### src/rtl/aes_round_ctrl.sv
// AES-128 round sequencer: accepts a key/plaintext pair, steps the shared core
// state bus through AddRoundKey, nine middle rounds and the final round, then holds the ciphertext.
package aes_pkg;
  typedef enum logic [1:0] {
    S_IDLE,
    S_INIT_ADD_KEY,
    S_PROCESS_ROUNDS,
    S_FINAL_ROUND
  } aes_core_state_t;
endpackage

module aes_round_ctrl
  import aes_pkg::*;
#(
  parameter int NR = 10
) (
  input  logic            clk,
  input  logic            rst,
  input  logic            clear_i,
  input  logic            in_valid_i,
  output logic            in_ready_o,
  input  logic [127:0]    in_pt_i,
  input  logic [127:0]    in_key_i,
  output aes_core_state_t core_state_o,
  output logic [127:0]    core_key_o,
  output logic [127:0]    core_pt_o,
  output logic [3:0]      round_o,
  input  logic [127:0]    ct_i,
  output logic            out_valid_o,
  input  logic            out_ready_i,
  output logic [127:0]    out_ct_o,
  output logic            busy_o
);

  typedef enum logic [2:0] {
    ST_IDLE,
    ST_LOAD,
    ST_INIT,
    ST_ROUNDS,
    ST_FINAL,
    ST_DONE,
    ST_HOLD
  } state_t;

  state_t       state_reg, state_next;
  logic [3:0]   round_reg, round_next;
  logic [127:0] key_reg, pt_reg, ct_reg;
  logic         accept;

  // HOLD only offers a slot while the consumer is draining the current result.
  assign in_ready_o = !rst && ((state_reg == ST_IDLE) ||
                               (state_reg == ST_HOLD && out_ready_i));
  assign accept     = in_valid_i && in_ready_o && !clear_i;

  always_comb begin
    state_next = state_reg;
    round_next = 4'd0;
    if (clear_i) begin
      state_next = ST_IDLE;
    end else begin
      unique case (state_reg)
        ST_IDLE:  if (accept) state_next = ST_LOAD;
        ST_LOAD:  state_next = ST_INIT;
        ST_INIT: begin
          state_next = ST_ROUNDS;
          round_next = 4'd1;
        end
        ST_ROUNDS: begin
          round_next = round_reg + 4'd1;
          if (round_reg == 4'(NR - 1)) state_next = ST_FINAL;
        end
        ST_FINAL: state_next = ST_DONE;
        ST_DONE:  state_next = ST_HOLD;
        ST_HOLD: begin
          if (out_ready_i) state_next = accept ? ST_LOAD : ST_IDLE;
        end
        default:  state_next = ST_IDLE;
      endcase
    end
  end

  always_ff @(posedge clk or posedge rst) begin
    if (rst) begin
      state_reg <= ST_IDLE;
      round_reg <= 4'd0;
      key_reg   <= '0;
      pt_reg    <= '0;
      ct_reg    <= '0;
    end else begin
      state_reg <= state_next;
      round_reg <= round_next;
      if (accept) begin
        key_reg <= in_key_i;
        pt_reg  <= in_pt_i;
      end
      // Datapath result settles on the FINAL edge, so it is sampled leaving DONE.
      if (!clear_i && state_reg == ST_DONE) ct_reg <= ct_i;
    end
  end

  always_comb begin
    core_state_o = S_IDLE;
    unique case (state_reg)
      ST_INIT:   core_state_o = S_INIT_ADD_KEY;
      ST_ROUNDS: core_state_o = S_PROCESS_ROUNDS;
      ST_FINAL:  core_state_o = S_FINAL_ROUND;
      default:   core_state_o = S_IDLE;
    endcase
  end

  assign core_key_o  = key_reg;
  assign core_pt_o   = pt_reg;
  assign round_o     = round_reg;
  assign out_valid_o = (state_reg == ST_HOLD);
  assign out_ct_o    = ct_reg;
  assign busy_o      = (state_reg != ST_IDLE);

endmodule

### config.mk
export PLATFORM = sky130hd
export DESIGN_NAME = aes_round_ctrl
export DESIGN_NICKNAME = d
export VERILOG_FILES = /design/src/rtl/aes_round_ctrl.sv
export SDC_FILE = /design/constraint.sdc
export NUM_CORES = 1
export LEC_CHECK = 0
export CORE_AREA = 8 8 300 302
export CTS_BUF_LIST = sky130_fd_sc_hd__clkbuf_16
export CTS_CLUSTER_DIAMETER = 100
export DETAILED_ROUTE_END_ITERATION = 12
export DIE_AREA = 0 0 308 310
export DONT_BUFFER_PORTS = 1
export PLACE_DENSITY = 0.41
export SLEW_MARGIN = 5
export SYNTH_ARGS = -nofsm -noshare
export SYNTH_HDL_FRONTEND = slang
export SYNTH_SLANG_ARGS = --single-unit
### constraint.sdc
create_clock -name clk -period 12 [get_ports clk]
set_input_delay 1.8 -clock clk [delete_from_list [all_inputs] [get_ports clk]]
set_output_delay 1.8 -clock clk [all_outputs]
set_load 0.02 [all_outputs]
==> results of run 1 <==
-- power groups by stage --
stage	logic (mW)	registers [mW]	clock network, mW
after detailed placement	0.279	2.07	0
final	0.271	2.03	1.30
after global placement	0.264	2.08	0
after CTS	0.279	2.05	1.37
after floorplan	0.250	1.96	0
after global routing	0.302	2.07	1.42
-- cell usage after synthesis, types with 2 or more instances --
master,count,area (µm²)
nor2_1,6,22.5
buf_6,4,45.0
mux2_2,363,4090
a21oi_1,3,15.0
a211oi_1,2,15.0
o21ai_0,3,15.0
buf_8,23,345
nand2_1,3,11.3
inv_1,2,7.51
mux2_1,21,236
clkbuf_1,3,11.3
nand2b_1,2,12.5
nor2b_1,2,12.5
ha_1,2,25.0
buf_2,15,75.1
nand3_1,2,10.0
dfrtp_1,391,9780
-- final timing paths --
path                                                from  slack (ns)                    endpoint
worst max register to register  state_reg[0]$_DFFE_PP0P_        8.65  core_pt_o[124]$_DFFE_PP0P_
min in group asynchronous                            rst        1.38    out_ct_o[39]$_DFFE_PP0P_
max in group asynchronous                            rst        8.71   core_pt_o[92]$_DFFE_PP0P_
worst max-delay path                         out_ready_i        7.56                  in_ready_o
worst min-delay path            core_pt_o[0]$_DFFE_PP0P_        0.65    core_pt_o[0]$_DFFE_PP0P_
worst min register to register  core_pt_o[0]$_DFFE_PP0P_        0.65    core_pt_o[0]$_DFFE_PP0P_
-- layout make-up --
type / instances / share of cell area [%]
Inverter: 2 / 0.0650
Antenna cell: 5 / 0.0722
Sequential cell: 391 / 56.5
Timing Repair Buffer: 9 / 0.607
Clock buffer: 45 / 6.50
Clock inverter: 28 / 1.46
Multi-Input combinational cell: 422 / 26.5
Tap cell: 1155 / 8.34
-- logic make-up after synthesis --
| family | count (synthesis) | share of synthesized area (%) |
|---|---|---|
| AOI/OAI and AO/OA | 12 | 0.582 |
| and+or+nand+nor | 22 | 0.834 |
| xor gates and xnor gates | 2 | 0.118 |
| DFF | 391 | 65.9 |
| muxes | 384 | 29.1 |
| adders and majority gates | 2 | 0.169 |
| buffers and inverters | 47 | 3.26 |
-- placed cells by master, fill, tap and decap left out, drive strengths merged --
cell and count:
nor2 6, nand3b 1, and3b 1, xor2 1
clkinv 10, xnor2 1, buf 9, clkinvlp 3
nor3 1, o211a 1, nand2b 2, or3 1
or4b 1, diode 5, or2 1, mux2 384
nand2 3, nand3 2, inv 12, o21ai 3
ha 2, a21oi 4, clkbuf 45, a32oi 1
nor2b 2, nor3b 1, dfrtp 391, o22ai 1
a211oi 2, bufinv 5
-- metal layers --
| layer | vias to the layer above | global-route usage, % | wire length, µm |
|---|---|---|---|
| li1 | 3063 | - | - |
| met1 | 3614 | 7.77 | 13200 |
| met2 | 474 | 16.2 | 24400 |
| met3 | 69 | 4.65 | 5850 |
| met4 | 4 | 2.73 | 992 |
| met5 | - | 0 | 29 |
==> impl_metrics.yaml, run 1 <==
finish:
  fill_cells: 9144
  seq_area_mm2: 0.00978
  drive_gt1_share_pct: 48.3
  fin_nets: 1261
  multi_input_area_mm2: 0.00458
  area_growth_syn_to_layout_pct: 16.7
  final_cells: 2057
  design_area_mm2: 0.0173
  final_util_pct: 20.2
critical_path:
  ff2ff_path_depth: 5
  worst_setup_path_end_kind: "output pin"
  critical_path_depth: 2
  crit_chain: "nand3_1, a211oi_1"
  crit_family: "compound AO/OA/AOI/OAI gates"
  crit_slowest_cell: "a211oi_1"
  cp_num_buf_inv: 0
  arrival_ns: 2.64
  crit_path_max_incr_delay_ns: 0.70
  worstPathRequired_ns: 10.20
  start_kind: "primary input"
  worst-setup-path-type: "in2out"
  critPathMaxFanout: 4
timing:
  final-setup-viol-count: 0
  worst_slack_ns: 7.56
  final-hold-violation-count: 0
  timing.fmax_ghz: 0.225
  finalSetupTns_ns: 0
  holdWs_ns: 0.648
  clock_skew_ns: 0.00999
  fin_crit_sh_pct: 37.0
  report.final.slew_viol_count: 0
  grt_setup_unrepaired: "no"
  worst_pin_slew_ns: 1.05
  timing.slew.headroom_pct: 29.1
  period_needed_ns: 4.44
place:
  pre_cts_ws_ns: 7.42
  gp_congestion: 0.738
  place.detailed.instances: 1979
  io_buffers: 0
  placed_cell_area_mm2: 0.0159
  dpl.hpwl_um: 34300
die:
  die_y_um: 310
  start_util_pct: 17.3
  num_rows: 108
  die_w_um: 308
  die_area_mm2: 0.0955
  io_pins: 782
  core_mm2: 0.0857
cts:
  cts_buffer_depth: 3
  cts_tree: "built"
  htree_levels: 2
  cts_resized: 0
  clk_pin_slew_ns: 0.06
  clk_latency_ns: 0.55
  holdBufCountCts: 0
  clkSinkCount: 391
  cts_root_buffer: "clkbuf_16"
  cts_buffers: 44
  post_cts.repair.setup_buffers: 0
logic_synthesis:
  syn-num-nets: 1251
  async_flop_share_pct: 100
  yosysUniqueCellTypes: 30
  syn_area_mm2: 0.0148
  synth_edf_count: 0
  seq_area_frac_synth_pct: 65.9
  synth-main-ff-cell: "dfrtp_1"
  syn_avg_cell_area_um2: 17.3
  synth_warnings: 0
  syn_inst: 860
  ys_ff_latch: 391
routing:
  drtIter0Drc: 325
  wl_per_cell_um: 21.7
  vias: 7224
  drtAntennaViolNets: 0
  routed_wl_um: 44500
  viasPerCell: 3.51
  firstDrtPassIters: 4
  route.detailed.drc: 0
power:
  finalPower_mw: 3.60
  p_leak_nw: 7.44
  p_int_mw: 2.50
  seqPwrFrac_pct: 56.3
  pwr_density_cell_mw_per_mm2: 208
  worst_ir_drop_vdd_mv: 0.0971
  clock_power_share_pct: 36.2
  pwr-share-comb_pct: 7.5
  switching_share_pct: 30.7
  p_switching_mw: 1.11
grt:
  track_usage_pct: 8.57
  grt_max_degree: 149
  first_global_vias: 8292
  grt_overflow_total: 0
  antenna_found_initial: 12
  grt_pass1_wl_um: 61600
job:
  maxCapViolations: 0
hold_path:
  hold_path_depth: 1
  hold_path.class: "reg2reg"
run_status:
  status: "complete, no violations"
(Power assumes the default switching activity.)
==> run 2, diff against run 1 <==
--- a/config.mk
+++ b/config.mk
@@ -11,7 +11,7 @@
 export DETAILED_ROUTE_END_ITERATION = 12
 export DIE_AREA = 0 0 308 310
 export DONT_BUFFER_PORTS = 1
-export PLACE_DENSITY = 0.41
+export PLACE_DENSITY = 0.4
 export SLEW_MARGIN = 5
 export SYNTH_ARGS = -nofsm -noshare
 export SYNTH_HDL_FRONTEND = slang
==> constraint.sdc (replaced) <==
create_clock -name clk -period 4.1 [get_ports clk]
set_input_delay 0.615 -clock clk [delete_from_list [all_inputs] [get_ports clk]]
set_output_delay 0.615 -clock clk [all_outputs]
set_load 0.02 [all_outputs]
==> run 2 against run 1 <==
Wire length is 1.5% lower. First-iteration DRC count is 6.2% lower. Clock-buffer cell count is 4 higher. Via count is 1.4% higher. Critical path type is now reg2reg. Largest power group unchanged.
==> impl_metrics.yaml, run 2 (synthesized netlist as in run 1, its figures left out) <==
critical_path:
  critPathMaxFanout: 104
  worst-setup-path-type: "reg2reg"
  worstPathRequired_ns: 4.54
  arrival_ns: 3.05
  worst_setup_path_end_kind: "flip-flop"
  start_kind: "flip-flop"
place:
  io_buffers: 0
  gp_congestion: 0.745
  placed_cell_area_mm2: 0.0161
  dpl.hpwl_um: 34400
routing:
  met1_length_um: 13000
  drtAntennaViolNets: 0
  top_layer: "met5"
  routed-wl-met2_um: 23800
  vias: 7324
  route.detailed.drc: 0
  firstDrtPassIters: 4
  viasPerCell: 3.52
  wl_per_cell_um: 21.1
  routed_wl_um: 43900
  wl_met3_um: 5790
  drtIter0Drc: 305
grt:
  grt_overflow_total: 0
  antenna_found_initial: 11
  grt_max_degree: 129
  grt_pass1_wl_um: 60700
  track_usage_pct: 8.45
  first_global_vias: 8409
die:
  io_pins: 782
  die_y_um: 310
  die_w_um: 308
  start_util_pct: 17.3
  num_rows: 108
  core_mm2: 0.0857
  die_area_mm2: 0.0955
finish:
  final_cell_mix: "dfrtp_1, mux2_2, clkbuf_16"
  design_area_mm2: 0.0175
  fill_cells: 9151
  final_util_pct: 20.5
  drive_gt1_share_pct: 48.9
  area_growth_syn_to_layout_pct: 18.0
  fin_nets: 1276
  final_common_cell: "dfrtp_1"
run_status:
  status: "complete, no violations"
cts:
  clkSinkCount: 391
  cts_root_buffer: "clkbuf_16"
  cts_tree: "built"
  cts_buffers: 46
  cts_buffer_depth: 3
  htree_levels: 2
  clk_pin_slew_ns: 0.06
  post_cts.repair.setup_buffers: 0
  clk_latency_ns: 0.56
job:
  maxCapViolations: 0
power:
  p_leak_nw: 7.57
  pwr_density_cell_mw_per_mm2: 604
  worst_ir_drop_vdd_mv: 0.258
  finalPower_mw: 10.6
timing:
  report.final.slew_viol_count: 0
  worst_pin_slew_ns: 0.778
  timing.fmax_ghz: 0.382
  grt_setup_unrepaired: "no"
  final-hold-violation-count: 0
  finalSetupTns_ns: 0
  period_needed_ns: 2.61
  fin_crit_sh_pct: 63.8
  timing.slew.headroom_pct: 47.6
  clock_skew_ns: 0.0127
  final-setup-viol-count: 0
hold_path:
  hold_path.class: "in2reg"
-- run 2: what timing repair did --
action	4_1_cts	5_1_grt
resized for setup	0	0
endpoints found under the hold margin	18	0
endpoints found under the setup margin	0	0
hold buffers	1	0
-- run 2: stage by stage --
stage          hold slack [ns]  std cells  worst slack [ns]
6_report                 0.113       2081              1.49
5_1_grt                 0.0567       2079              1.35
4_1_cts                 0.0508       2076              1.47
3_5_place_dp             0.610       1991              1.45
3_3_place_gp             0.604       1991              1.46
2_1_floorplan            0.609        860             -1.77
-- run 2: area by class of cell --
cell class              count  area, µm²  share of cell area (%)
diodes                      5       12.5                  0.0714
clock buffers              49       1230                    7.00
clock inverters            35        206                    1.18
inverters                   2       11.3                  0.0643
multi-input cells         422       4580                    26.1
flip-flops and latches    391       9780                    55.8
well taps                1155       1450                    8.25
repair buffers             22        255                    1.46
-- run 2: power by group --
part | total, mW | switching [mW] | internal, mW
clock | 3.83 | 1.56 | 2.27
sequential | 5.95 | 1.43 | 4.52
combinational | 0.806 | 0.289 | 0.516
-- run 2: metal layers --
| layer | vias to the layer above | GRT usage (%) |
|---|---|---|
| li1 | 3099 | - |
| met1 | 3675 | 7.61 |
| met2 | 470 | 15.7 |
| met3 | 76 | 4.66 |
| met4 | 4 | 3.20 |
| met5 | - | 0 |
-- run 2: path summary, 6_finish.rpt --
kind	start	endpoint	slack [ns]	cells past startpoint
max	state_reg[0]$_DFFE_PP0P_	core_pt_o[24]$_DFFE_PP0P_	1.49	5
min	clear_i	round_o[0]$_DFF_PP0_	0.11	1
max reg2reg	state_reg[0]$_DFFE_PP0P_	core_pt_o[24]$_DFFE_PP0P_	1.49	5
min reg2reg	core_key_o[123]$_DFFE_PP0P_	core_key_o[123]$_DFFE_PP0P_	0.66	1
max in group asynchronous	rst	core_pt_o[11]$_DFFE_PP0P_	2.50	3
min in group asynchronous	rst	out_ct_o[76]$_DFFE_PP0P_	0.62	2
-- run 2: worst max-delay path, stage by stage, from the launching register on --
cell and delay, ns:
dfrtp_1 0.51, or4b_4 0.60, a21oi_4 0.17, buf_4 0.23, buf_12 0.37, mux2_2 0.41
